[config.mk]
export PLATFORM = sky130hd
export DESIGN_NAME = runway_scheduler
export DESIGN_NICKNAME = d
export VERILOG_FILES = /design/src/rtl/runway_scheduler.sv
export SDC_FILE = /design/constraint.sdc
export NUM_CORES = 1
export LEC_CHECK = 0
export CAP_MARGIN = 20
export CORE_MARGIN = 1.5
export CORE_UTILIZATION = 48
export DETAILED_ROUTE_END_ITERATION = 10
export GPL_ROUTABILITY_DRIVEN = 0
export HOLD_SLACK_MARGIN = 0.02
export PLACE_DENSITY = 0.83
export SLEW_MARGIN = 20
export SYNTH_ARGS = -nofsm -noshare
export SYNTH_HDL_FRONTEND = slang
export SYNTH_SLANG_ARGS = --single-unit
export TNS_END_PERCENT = 30
[constraint.sdc]
create_clock -name clock -period 4.2 [get_ports clock]
set_clock_uncertainty 0.05 [all_clocks]
set_input_delay 0.84 -clock clock [delete_from_list [all_inputs] [get_ports clock]]
set_output_delay 0.84 -clock clock [all_outputs]
set_load 0.1 [all_outputs]
[src/rtl/runway_scheduler.sv]
// Two-runway clearance scheduler: picks landing/takeoff requests onto free runways,
// tracks runway ownership, validates releases and force-frees runways on timeout.
module runway_scheduler #(
  parameter int TIMEOUT = 1024,
  parameter int CNT_W   = 16
) (
  input  logic       clock,
  input  logic       reset_n,
  input  logic       takeoff_req,
  input  logic [3:0] takeoff_id,
  input  logic       landing_req,
  input  logic [3:0] landing_id,
  input  logic       emergency,
  input  logic       release_valid,
  input  logic       release_runway,
  input  logic [3:0] release_id,
  input  logic       grant_ready,
  output logic       takeoff_ack,
  output logic       landing_ack,
  output logic       grant_valid,
  output logic [3:0] grant_id,
  output logic       grant_runway,
  output logic       grant_landing,
  output logic [1:0] runway_active,
  output logic [3:0] owner0_id,
  output logic [3:0] owner1_id,
  output logic       release_error,
  output logic [1:0] timeout
);

  typedef enum logic {IDLE, GRANT} state_t;

  localparam logic [CNT_W-1:0] CNT_LAST = CNT_W'(TIMEOUT - 1);

  state_t           state;
  logic             last_landing;
  logic [CNT_W-1:0] cnt0, cnt1;

  logic       land_el, to_el, pick, pick_landing, pick_rw, rel_hit;
  logic [1:0] rel_ok, expire;

  always_comb begin
    land_el      = landing_req;
    to_el        = takeoff_req & ~emergency;
    pick         = (state == IDLE) && !(&runway_active) && (land_el || to_el);
    // On a tie, grant whichever type was not granted last.
    pick_landing = land_el && (!to_el || !last_landing);
    pick_rw      = runway_active[0];
    rel_hit      = release_valid && runway_active[release_runway] &&
                   (release_id == (release_runway ? owner1_id : owner0_id));
    rel_ok       = {rel_hit & release_runway, rel_hit & ~release_runway};
    // A valid release at the final count wins over the forced release.
    expire[0]    = runway_active[0] && (cnt0 == CNT_LAST) && !rel_ok[0];
    expire[1]    = runway_active[1] && (cnt1 == CNT_LAST) && !rel_ok[1];
  end

  always_ff @(posedge clock or negedge reset_n) begin
    if (!reset_n) begin
      state         <= IDLE;
      last_landing  <= 1'b0;
      cnt0          <= '0;
      cnt1          <= '0;
      takeoff_ack   <= 1'b0;
      landing_ack   <= 1'b0;
      grant_valid   <= 1'b0;
      grant_id      <= '0;
      grant_runway  <= 1'b0;
      grant_landing <= 1'b0;
      runway_active <= '0;
      owner0_id     <= '0;
      owner1_id     <= '0;
      release_error <= 1'b0;
      timeout       <= '0;
    end else begin
      takeoff_ack   <= 1'b0;
      landing_ack   <= 1'b0;
      release_error <= release_valid && !rel_hit;
      timeout       <= expire;

      if (runway_active[0]) begin
        if (rel_ok[0] || expire[0]) begin
          runway_active[0] <= 1'b0;
          cnt0             <= '0;
        end else begin
          cnt0 <= cnt0 + CNT_W'(1);
        end
      end else begin
        cnt0 <= '0;
      end

      if (runway_active[1]) begin
        if (rel_ok[1] || expire[1]) begin
          runway_active[1] <= 1'b0;
          cnt1             <= '0;
        end else begin
          cnt1 <= cnt1 + CNT_W'(1);
        end
      end else begin
        cnt1 <= '0;
      end

      case (state)
        IDLE: begin
          if (pick) begin
            state                  <= GRANT;
            grant_valid            <= 1'b1;
            grant_id               <= pick_landing ? landing_id : takeoff_id;
            grant_runway           <= pick_rw;
            grant_landing          <= pick_landing;
            last_landing           <= pick_landing;
            landing_ack            <= pick_landing;
            takeoff_ack            <= !pick_landing;
            runway_active[pick_rw] <= 1'b1;
            if (pick_rw) owner1_id <= pick_landing ? landing_id : takeoff_id;
            else         owner0_id <= pick_landing ? landing_id : takeoff_id;
          end
        end
        GRANT: begin
          if (grant_ready) begin
            state       <= IDLE;
            grant_valid <= 1'b0;
          end
        end
        default: state <= IDLE;
      endcase
    end
  end

endmodule

== Word level (Yosys, flattened, before mapping) ==
Cells that the tools add are included.
Cells by class
  order comparisons: 3
  add/subtract/negate cells: 2
  mux-type cells: 26
  reductions and logical operators: 27
  bitwise gates (word level): 8
  equality and inequality tests: 5
Operators with widths (count)
  16-bit 2-to-1 mux: 4
  16-bit by 1-bit adder with 16-bit output, second input constant: 2
  16-bit by 10-bit == test with 1-bit output, second input constant: 2
  1-bit 2-to-1 mux: 15
  1-bit logical AND: 11
  4-bit 2-to-1 mux: 2
  1-bit logical NOT: 7
  2-bit AND reduction: 3
  3-bit AND reduction: 2
  4-bit == test: 1
  1-bit logical OR: 4
  1-bit by 2-bit less-than comparator with 1-bit output, second input constant: 2
  2-bit 2-to-1 mux: 2
  2-bit != test, second input constant: 2
  1-bit inverter: 4
  1-bit one-hot mux with 2 select lines: 2
  1-bit AND: 3
  2-bit OR: 1
  1-bit demux with 1-bit select: 1
  1-bit greater-or-equal comparator, second input constant: 1
Storage, ports and cells
  input bits: 20
  word-level logic and storage cells: 85
  output and inout port bits: 22
  flip-flop bits (word level): 55

== Depth between registers and ports, before layout ==
  word-level depth: 13
  depth in mapped cells: 7
  mapped depth without buffers: 6

== Least setup slack after synthesis ==
No wires, ideal clock.
  kind: register -> register
  from: reg runway_active[0]
  to: reg runway_active[1]
  arrival time: 2.166 ns
  data required time: 4.018 ns
  path slack: 1.851 ns
  buffers on the path: 1
  cell stages (with the launch flop): 7
  setup time: 0.132 ns
  period minus slack after synthesis: 2.349 ns
  cell sequence: dfrtp_1 > inv_1 > o32ai_1 > nand4_2 > o211ai_4 > buf_6 > nand2_1
Between the ends
  word-level cells in the longest chain between the ends: 13
  elaborated cells between the ends (all ways): 22
  those cells by class: order compare: 2; mux: 8; bitwise: 2; reduce/logical: 10
RTL lines
  start: declaration: RTL line 24  | output logic [1:0] runway_active,
  start signal: assignment: RTL line 69  | runway_active <= '0;
  start signal: assignment: RTL line 82  | runway_active[0] <= 1'b0;
  start signal: indexed assignment: RTL line 113  | runway_active[pick_rw] <= 1'b1;
  1-bit 2-to-1 mux (implied by the code) (2 in series): RTL line 49  | rel_hit = release_valid && runway_active[release_runway] &&
  1-bit logical AND (2 in series): RTL line 49
  1-bit AND: RTL line 51  | rel_ok = {rel_hit & release_runway, rel_hit & ~release_runway};
  1-bit logical NOT: RTL line 54  | expire[1] = runway_active[1] && (cnt1 == CNT_LAST) && !rel_ok[1];
  1-bit logical AND: RTL line 54
  1-bit logical OR: RTL line 92  | if (rel_ok[1] || expire[1]) begin
  1-bit 2-to-1 mux: RTL line 92
  1-bit 2-to-1 mux: RTL line 91  | if (runway_active[1]) begin
  2-bit OR (no line)
  2-bit 2-to-1 mux: RTL line 104  | if (pick) begin
  2-bit 2-to-1 mux (*): RTL line 102  | case (state)
Every way passes the cells marked *; elsewhere a longest branch is shown, timed or not. The select of a mux whose other input is x is not followed.
A chain may end at the register's enable or synchronous reset.

== Final worst setup path ==
  from: reg runway_active[1]
  to: out runway_active[1]
RTL lines
  start signal: assignment: RTL line 69
  start signal: assignment: RTL line 93  | runway_active[1] <= 1'b0;
  start signal: indexed assignment: RTL line 113
No word-level cell between the ends.

==> impl_metrics.py <==
metrics = {
    "power_and_ir_drop": {
        "swShare": 0.504,
        "p_seq_frac": 0.344,
        "p_int_uw": 1120,
        "power.density_nw_per_um2": 736,
        "p_switching_uw": 1140,
        "power.leakage_uw": 0.00135,
        "pwr-share-clk": 0.148,
        "peakVddDrop_mv": 0.675,
        "pwr-share-comb": 0.508,
    },
    "setup_path": {
        "cp.arrival_ns": 2.01,
        "worstPathCellList": "clkdlybuf4s50_1",
        "cp-start-kind": "flip-flop",
        "crit_fanout": 5,
        "worstPathBufferInverterCount": 1,
        "max_stage_delay_ns": 1.20,
        "r2r_slack_ns": 2.20,
        "critical_path_required_ns": 3.31,
        "setup.worst_path.class": "flip-flop to primary output",
        "critical_path.top_delay_family": "buffers and inverters",
        "r2r_start": "runway_active[0]",
        "critPathCaptureType": "primary output",
        "critPathSlowestCell": "clkdlybuf4s50_1",
        "cp-startpoint": "runway_active[1]",
    },
    "yosys": {
        "ys_seq_area_frac": 0.545,
        "synth.most_common_cell": "dfrtp_1",
        "ys.flop_type": "dfrtp_1",
        "synth_cell_type_count": 33,
        "synth_top_area_share": 0.545,
        "synth_edf_count": 0,
        "synth_area_um2": 2530,
        "syn_nets": 271,
        "synth_top_cell_by_area": "dfrtp_1",
        "ys_ff_latch": 55,
        "synth_common_cells": "55 x dfrtp_1, 43 x nor2_1, 31 x nand2_1",
        "yosys_warnings": 0,
        "ys_async_sr_fraction": 1.00,
        "synthTopCellsByArea": "dfrtp_1 54%, xnor2_1 7.3%, nor2_1 6.4%",
        "synthCells": 249,
        "syn_avg_cell_area_um2": 10.1,
    },
    "clock_tree": {
        "cts_resized": 0,
        "cts_tree": "built",
        "cts_hold_buf": 0,
        "cts_made_buffers": 5,
        "cts_buffer_depth": 2,
        "clkSinkCount": 55,
        "cts_setup_buffers": 0,
        "clk_latency_ns": 0.30,
        "cts_root_buf": "clkbuf_8",
        "clkSlewWorstSetupHoldPaths_ns": 0.09,
        "htree_levels": 2,
    },
    "global_route": {
        "grt_pass1_vias": 1778,
        "met1_usage": 0.265,
        "grt_usage": 0.196,
        "grt_pass1_wl_um": 8270,
        "overflow": 0,
        "grt_max_degree": 30,
        "grtUsageMet3": 0.0648,
        "antenna_found_initial": 0,
        "met2_usage": 0.302,
        "grt-busiest-layer": "met2",
    },
    "floorplanning": {
        "fp-row-count": 26,
        "start_util": 0.498,
        "dieArea_um2": 5710,
        "ioPinCount": 42,
        "dieWidth_um": 75.5,
        "core_um2": 5070,
        "die_h_um": 75.5,
    },
    "placement": {
        "io_buffers": 41,
        "preCtsSetupSlack_ns": 1.14,
        "dp_hpwl_um": 3540,
    },
    "hold_path": {
        "hold_start": "cnt1[0]",
        "min_path_type": "flip-flop to flip-flop",
    },
    "sta": {
        "hold_slack_ns": 0.437,
        "finalMaxSlewViolations": 0,
        "setup_tns_ns": 0,
        "clock.fmax_ghz": 0.345,
        "worst_slack_ns": 1.30,
        "grt_setup_unrepaired": "false",
        "period_minus_slack_ns": 2.90,
        "hold_violations": 0,
        "period_share": 0.690,
        "setup_violations": 0,
        "maxSlewHeadroom": 0.337,
        "worst_slew_pin_slew_ns": 0.992,
    },
    "routing": {
        "wl_um": 4770,
        "vias": 1849,
        "avgRoutedWirePerCell_um": 13.1,
        "drt_iter0_drc": 93,
        "drcViolationCount": 0,
        "drt-vias-per-instance": 5.09,
        "drt_pass1_iterations": 4,
        "ant_nets": 0,
    },
    "final_layout": {
        "drive_gt1_frac": 0.0478,
        "area_growth_pct": 21.9,
        "fill_cells": 423,
        "fin_nets": 315,
        "diodes": 0,
    },
    "outcome": {
        "status": "finished clean",
    },
    "run": {
        "maxCapViolCount": 0,
    },
}
==> power groups by stage <==
stage / Sequential [uW] / Clock, uW / Combinational [uW]
after CTS: 779 / 342 / 1160
after floorplan: 1360 / 0 / 307
after global routing: 799 / 365 / 1220
final: 779 / 336 / 1150
after detailed placement: 786 / 0 / 1160
after global placement: 784 / 0 / 1140
==> routing by layer <==
layer  part of all wire  wire length [um]  vias up
li1                   -                 -      915
met1               0.46              2190      883
met2               0.47              2230       47
met3              0.061               292        4
met4              0.013                63        0
met5                  0                 0        -
==> per-stage QoR <==
step	util	instance area (um2)	power (uW)	cells
2_1_floorplan	-	2530	1670	249
3_3_place_gp	0.587	2980	1920	356
3_5_place_dp	0.587	2980	1940	356
4_1_cts	0.607	3080	2280	363
5_1_grt	0.607	3080	2390	363
6_report	0.607	3080	2270	363
==> logic make-up (layout without fill, tap and decap cells) <==
group,after synthesis,in the layout,share of synthesized area
compound gates,22,22,0.0594
simple gates,115,115,0.208
mux,7,7,0.0277
flops,55,55,0.545
buf+inv,15,59,0.0357
xor+xnor,33,33,0.114
fa+ha+maj,2,2,0.00990
==> cell type report <==
type                            instances  area, um2  area share
Timing Repair Buffer                   43        420       0.136
Tap cell                               70       87.6      0.0284
Clock inverter                          1       30.0     0.00975
Clock buffer                            6       72.6      0.0236
Multi-Input combinational cell        179       1060       0.344
Sequential cell                        55       1380       0.447
Inverter                                9       33.8      0.0110
==> path summary, 6_finish.rpt <==
check	end	depth (start not counted)
max	runway_active[1]	1
min in group asynchronous	grant_runway	1
max in group asynchronous	timeout[0]	2
max reg2reg	cnt1[9]	5
min	cnt1[0]	1
min reg2reg	cnt1[0]	1
==> worst reg2reg max path, delay by kind of cell (launching register included) <==
kind,cells,cell delay [ns]
AOI/OAI and AO/OA,2,0.87
buffers and inverters,1,0.11
DFF,1,0.45
and+or+nand+nor,2,0.38
==> state kept, by name, summed over array words and instances (netlist names), 2 cells and up <==
signal         cells
grant_id           4
cnt1              16
owner1_id          4
runway_active      2
cnt0              16
owner0_id          4
timeout            2
==> cells in the final DEF (no fill, tap or decap), types with 2 or more instances in the layout <==
master,count
a21oi_1,2
xnor2_1,21
nor4_1,4
inv_1,9
clkbuf_8,5
buf_4,2
and3_1,5
ha_1,2
nand3_1,10
xor2_1,12
nor3_1,9
o21ai_0,14
nand2_1,31
nand4_1,4
nor2_1,43
mux2i_1,7
clkdlybuf4s50_1,40
dfrtp_1,55
Power figures use the tool's default switching activity.
